### src/rtl/count_core_pkg.sv
// count_core_pkg: shared types and defaults for the counting stage.
//   state_e     - controller state encoding (IDLE/RUN/DONE; 2'b11 is illegal)
//   COUNT_WIDTH - default width of the count register and init value
package count_core_pkg;

  localparam int unsigned COUNT_WIDTH = 8;

  typedef enum logic [1:0] {
    IDLE = 2'b00,
    RUN  = 2'b01,
    DONE = 2'b10
  } state_e;

endpackage

### src/rtl/count_core_if.sv
// count_core_if: bundle between the init-value select stage (master) and the
// counting stage (slave).
//   iCountInitValue - value picked by the select stage
//   iInitValid      - load request; the next edge loads iCountInitValue
//   iCountEn        - step enable
//   iUpDn           - 1 = up, 0 = down
//   iOneShot        - 1 = stop at terminal value, 0 = wrap
//   oCountValue     - registered count (hold value back to the select stage)
//   oCarry          - one-cycle pulse after a wrap
//   oDone           - high while in DONE
//   oState          - controller state
interface count_core_if
  import count_core_pkg::*;
#(
  parameter int unsigned CountWidth = COUNT_WIDTH
);
  logic [CountWidth-1:0] iCountInitValue;
  logic                  iInitValid;
  logic                  iCountEn;
  logic                  iUpDn;
  logic                  iOneShot;
  logic [CountWidth-1:0] oCountValue;
  logic                  oCarry;
  logic                  oDone;
  logic [1:0]            oState;

  modport master (
    output iCountInitValue, iInitValid, iCountEn, iUpDn, iOneShot,
    input  oCountValue, oCarry, oDone, oState
  );

  modport slave (
    input  iCountInitValue, iInitValid, iCountEn, iUpDn, iOneShot,
    output oCountValue, oCarry, oDone, oState
  );
endinterface

### src/rtl/count_core_step.sv
// count_step: combinational step of the count register.
//   count_i    - present count
//   up_i       - 1 = increment, 0 = decrement
//   next_o     - count +/- 1, modulo 2^CountWidth
//   terminal_o - count is at the terminal value for the chosen direction
module count_step
  import count_core_pkg::*;
#(
  parameter int unsigned CountWidth = COUNT_WIDTH
) (
  input  logic [CountWidth-1:0] count_i,
  input  logic                  up_i,
  output logic [CountWidth-1:0] next_o,
  output logic                  terminal_o
);
  always_comb begin
    if (up_i) begin
      next_o     = count_i + 1'b1;
      terminal_o = &count_i;
    end else begin
      next_o     = count_i - 1'b1;
      terminal_o = ~|count_i;
    end
  end
endmodule

### src/rtl/count_core.sv
// count_core: registered up/down counter with IDLE/RUN/DONE controller.
//   iClk    - clock, rising edge
//   _iReset - synchronous active-low reset
//   bus     - count_core_if slave modport (load/step controls in,
//             count/carry/done/state out)
module count_core
  import count_core_pkg::*;
#(
  parameter int unsigned CountWidth = COUNT_WIDTH
) (
  input  logic         iClk,
  input  logic         _iReset,
  count_core_if.slave  bus
);
  logic [CountWidth-1:0] count_q, count_d;
  logic [CountWidth-1:0] step_next;
  logic                  step_term;
  logic                  carry_q, carry_d;
  logic                  done_q, done_d;
  state_e                state_q, state_d;

  count_step #(.CountWidth(CountWidth)) u_step (
    .count_i    (count_q),
    .up_i       (bus.iUpDn),
    .next_o     (step_next),
    .terminal_o (step_term)
  );

  always_comb begin
    count_d = count_q;
    state_d = state_q;
    carry_d = 1'b0;
    done_d  = 1'b0;

    if (bus.iInitValid) begin
      count_d = bus.iCountInitValue;
      state_d = IDLE;
    end else begin
      unique case (state_q)
        IDLE, RUN: begin
          if (bus.iCountEn) begin
            // Terminal is judged on the pre-step count; one-shot holds it.
            if (step_term && bus.iOneShot) begin
              state_d = DONE;
              done_d  = 1'b1;
            end else begin
              count_d = step_next;
              carry_d = step_term;
              state_d = RUN;
            end
          end else begin
            state_d = IDLE;
          end
        end
        DONE: begin
          done_d = 1'b1;
        end
        default: begin
          state_d = IDLE;
        end
      endcase
    end
  end

  always_ff @(posedge iClk) begin
    if (!_iReset) begin
      count_q <= '0;
      state_q <= IDLE;
      carry_q <= 1'b0;
      done_q  <= 1'b0;
    end else begin
      count_q <= count_d;
      state_q <= state_d;
      carry_q <= carry_d;
      done_q  <= done_d;
    end
  end

  assign bus.oCountValue = count_q;
  assign bus.oCarry      = carry_q;
  assign bus.oDone       = done_q;
  assign bus.oState      = state_q;
endmodule

### src/flat_wrapper.sv
// flat-port wrapper written by rule: the top's interface ports become plain ports
module count_core_flat import count_core_pkg::*;
#(
  parameter int unsigned CountWidth = COUNT_WIDTH
)
  (iClk, _iReset, bus_iCountInitValue, bus_iInitValid, bus_iCountEn, bus_iUpDn, bus_iOneShot, bus_oCountValue, bus_oCarry, bus_oDone, bus_oState);
  count_core_if #(.CountWidth(CountWidth)) bus_i ();
  input  logic iClk;
  input  logic _iReset;
  input wire logic [$bits(bus_i.iCountInitValue)-1:0] bus_iCountInitValue;
  input wire logic [$bits(bus_i.iInitValid)-1:0] bus_iInitValid;
  input wire logic [$bits(bus_i.iCountEn)-1:0] bus_iCountEn;
  input wire logic [$bits(bus_i.iUpDn)-1:0] bus_iUpDn;
  input wire logic [$bits(bus_i.iOneShot)-1:0] bus_iOneShot;
  output wire logic [$bits(bus_i.oCountValue)-1:0] bus_oCountValue;
  output wire logic [$bits(bus_i.oCarry)-1:0] bus_oCarry;
  output wire logic [$bits(bus_i.oDone)-1:0] bus_oDone;
  output wire logic [$bits(bus_i.oState)-1:0] bus_oState;
  assign bus_i.iCountInitValue = bus_iCountInitValue;
  assign bus_i.iInitValid = bus_iInitValid;
  assign bus_i.iCountEn = bus_iCountEn;
  assign bus_i.iUpDn = bus_iUpDn;
  assign bus_i.iOneShot = bus_iOneShot;
  assign bus_oCountValue = bus_i.oCountValue;
  assign bus_oCarry = bus_i.oCarry;
  assign bus_oDone = bus_i.oDone;
  assign bus_oState = bus_i.oState;
  count_core #(.CountWidth(CountWidth)) u_core (.iClk(iClk), ._iReset(_iReset), .bus(bus_i));
endmodule
### config.mk
export PLATFORM = sky130hd
export DESIGN_NAME = count_core_flat
export DESIGN_NICKNAME = d
export VERILOG_FILES = /design/src/rtl/count_core_pkg.sv /design/src/rtl/count_core_if.sv /design/src/rtl/count_core_step.sv /design/src/rtl/count_core.sv /design/src/flat_wrapper.sv
export SDC_FILE = /design/constraint.sdc
export NUM_CORES = 1
export LEC_CHECK = 0
export CORE_MARGIN = 5
export CORE_UTILIZATION = 49
export DETAILED_ROUTE_END_ITERATION = 8
export GPL_TIMING_DRIVEN = 0
export PLACE_DENSITY = 0.85
export SYNTH_ARGS = -nofsm -noshare
export SYNTH_HDL_FRONTEND = slang
export SYNTH_SLANG_ARGS = --single-unit
### constraint.sdc
create_clock -name iClk -period 4.6 [get_ports iClk]
set_clock_uncertainty 0.1 [all_clocks]
set_input_delay 0.92 -clock iClk [delete_from_list [all_inputs] [get_ports iClk]]
set_output_delay 0.92 -clock iClk [all_outputs]
set_load 0.005 [all_outputs]
==> results by group <==
Status
  – Status: completed

Worst setup path
  – Worst EP required: 4.66 ns
  – CP Capture Type: flop
  – Worst setup path class: primary input to flop
  – Worst Path Max Fanout: 7
  – Worst Path Arrival: 3.17 ns
  – CP startpoint kind: primary input

Detailed routing
  – Vias: 819
  – Final antenna-violating net count: 0
  – WL per Instance: 13.3 um
  – Drt via density: 5.35
  – DR DRC count: 0
  – Total routed wirelength: 2040 um
  – Starting DRC count in detailed routing: 8
  – Pre-antenna DRT Iters: 4

Die
  – Die Wd: 52.3 um
  – Area of the die: 2740 um^2
  – Die Height: 52.3 um
  – Row Count: 15
  – I/O pin cnt: 26
  – Core outline area: 1710 um^2
  – Starting Density: 51.4%

STA
  – Min Tclk post-route: 3.11 ns
  – Peak Freq: 322 MHz
  – Setup tns final: 0 ns
  – RSZ-0062 raised after global routing: false
  – Final Max Slew Viols: 0
  – Final Cycle Share: 67.6%
  – Final setup violation count: 0
  – Slew margin rel.: 72.3%
  – Hold Slack: 0.502 ns
  – Worst-Margin Slew: 0.411 ns
  – Hold Violations, Final: 0

Clock network
  – Num CTS Buffers: 3
  – Setup Fix Bufs, Post-CTS: 0
  – Clock Tree Buf Depth: 2
  – Worst-skew pair later-pin latency: 0.28 ns
  – Worst-path clk slew: 0.08 ns
  – CTS H-tree lvls: 1
  – Post-cts resize count: 0
  – Root Driver: clkbuf_4
  – CTS tree: done
  – Hold_buf cts: 0
  – CTS sink count: 12

Synth
  – Number of synthesized flops with an enable pin: 0
  – Yosys reg bits: 12
  – Area leader, netlist: dfxtp_1
  – Seq/Total Area, Yosys: 27.4%
  – Most common cell in the netlist: dfxtp_1
  – Syn_area_per_cell: 8.78 um^2
  – Post-Syn Instances: 100
  – Top cells by count, synth: dfxtp_1 (12), nand2_1 (10), a21oi_1 (6), ha_1 (6), o21ai_1 (6)
  – Yosys cell types: 39
  – Post-synthesis net count: 121
  – Post-synth top area share: 27.4%
  – Main area contributors after synthesis: dfxtp_1 (27%), ha_1 (8.5%), mux2i_1 (5.7%), xnor2_1 (5.0%), nand2_1 (4.3%)
  – Cell area after synthesis: 878 um^2
  – Synth warnings: 0
  – Synth async-reset ratio: 0%
  – Main synth FF type: dfxtp_1

Finish
  – Area Overhead vs Synth: 35.0%
  – Final Net Count: 150
  – Share of cells above drive strength 1: 9.38%
  – Fin util: 69.5%
  – Ant diodes: 0
  – Post-route cell area: 1190 um^2

Global routing
  – Largest net degree at the start of global routing: 11
  – Vias in the first global route: 821
  – Global-route wire length before repair: 3510 um
  – Total GRT Usage: 17.5%
  – GRT overflow: 0
  – Initial antenna violation count: 0

Place
  – Hpwl dp: 1600 um
  – Placement-stage cell area: 1150 um^2
  – I/O Buffers: 24
  – RD Place Congestion: 0.831

Pwr
  – Overall power: 0.312 mW
  – LEAKAGE: 0.511 nW
  – Pwr dens: 263 nW/um^2
  – Worst VDD drop: 0.176 mV

Hold path
  – Hold crit path type: flop to flop

Flow run
  – Max Cap Viol: 0
[state kept, by name, indices dropped and copies added (netlist names)]
register / count
u_core.bus.oDone: 1
u_core.bus.oCountValue: 8
u_core.bus.oState: 2
u_core.bus.oCarry: 1
[power by group]
part | total (mW) | internal (mW) | switching [mW]
clock network | 0.0853 | 0.0481 | 0.0372
registers | 0.122 | 0.111 | 0.0114
logic | 0.104 | 0.0594 | 0.0451
[path summary, 6_finish.rpt]
| path | slack (ns) | cells after the start | to | from |
|---|---|---|---|---|
| setup reg to reg | 2.34 | 7 | u_core.bus.oCountValue[7]$_SDFFE_PN0P_ | u_core.bus.oCountValue[1]$_SDFFE_PN0P_ |
| hold reg to reg | 0.50 | 2 | u_core.bus.oDone$_SDFF_PP0_ | u_core.bus.oState[0]$_SDFFE_PP0P_ |
| hold / removal | 0.50 | 2 | u_core.bus.oDone$_SDFF_PP0_ | u_core.bus.oState[0]$_SDFFE_PP0P_ |
| setup / recovery | 1.49 | 9 | u_core.bus.oCountValue[7]$_SDFFE_PN0P_ | bus_iUpDn |
[final cells by class]
class                           instances  area, um^2
Sequential cell                        12         240
Fill cell                             147         522
Inverter                                5        18.8
Tap cell                               25        31.3
Clock buffer                            4        36.3
Multi-Input combinational cell         79         589
Timing Repair Buffer                   24         240
Buffer                                  4        30.0
[cells by family (layout without fill, tap and decap cells)]
| group | Yosys count | count (layout) | synth area share, % |
|---|---|---|---|
| flops | 12 | 12 | 27.4 |
| simple gates | 35 | 35 | 26.2 |
| mux | 5 | 5 | 5.70 |
| fa+ha+maj | 7 | 7 | 10.8 |
| compound gates | 25 | 25 | 17.4 |
| buf+inv | 9 | 37 | 5.56 |
| xor+xnor | 7 | 7 | 6.98 |
[metrics by stage]
step / setup WS [ns] / instances
2_1_floorplan: 2.00 / 100
3_3_place_gp: 1.22 / 149
3_5_place_dp: 1.23 / 149
4_1_cts: 1.51 / 153
5_1_grt: 1.32 / 153
6_report: 1.49 / 153
[worst max-delay path, stage by stage]
cell and delay (ns):
clkdlybuf4s50_1 0.53, inv_1 0.16, ha_1 0.31, a21oi_1 0.22, o22ai_1 0.15, o41ai_1 0.37, mux2i_1 0.26, xor2_1 0.16
a21oi_1 0.08
[cell usage in the layout, fill, tap and decap left out, types with 2 or more instances in the layout]
| cell | synthesis | routed |
|---|---|---|
| a21o_1 | 2 | 2 |
| a21oi_1 | 6 | 6 |
| and2_1 | 3 | 3 |
| and3_1 | 2 | 2 |
| buf_6 | 2 | 2 |
| clkbuf_1 | 2 | 2 |
| clkbuf_4 | 0 | 3 |
| clkdlybuf4s50_1 | 0 | 24 |
| dfxtp_1 | 12 | 12 |
| ha_1 | 6 | 6 |
| inv_1 | 5 | 5 |
| mux2i_1 | 5 | 5 |
| nand2_1 | 10 | 10 |
| nand3_1 | 4 | 4 |
| nor3_1 | 2 | 2 |
| o21ai_0 | 3 | 3 |
| o21ai_1 | 6 | 6 |
| o21bai_1 | 2 | 2 |
| xnor2_1 | 5 | 5 |
| xor2_1 | 2 | 2 |
[per-layer routing]
layer	GRT usage, %	routed length, um
met5	0	0
met2	31.0	984
met3	4.84	111
met4	7.66	34
met1	19.1	913
No activity file was read; power rests on OpenSTA's default activity.
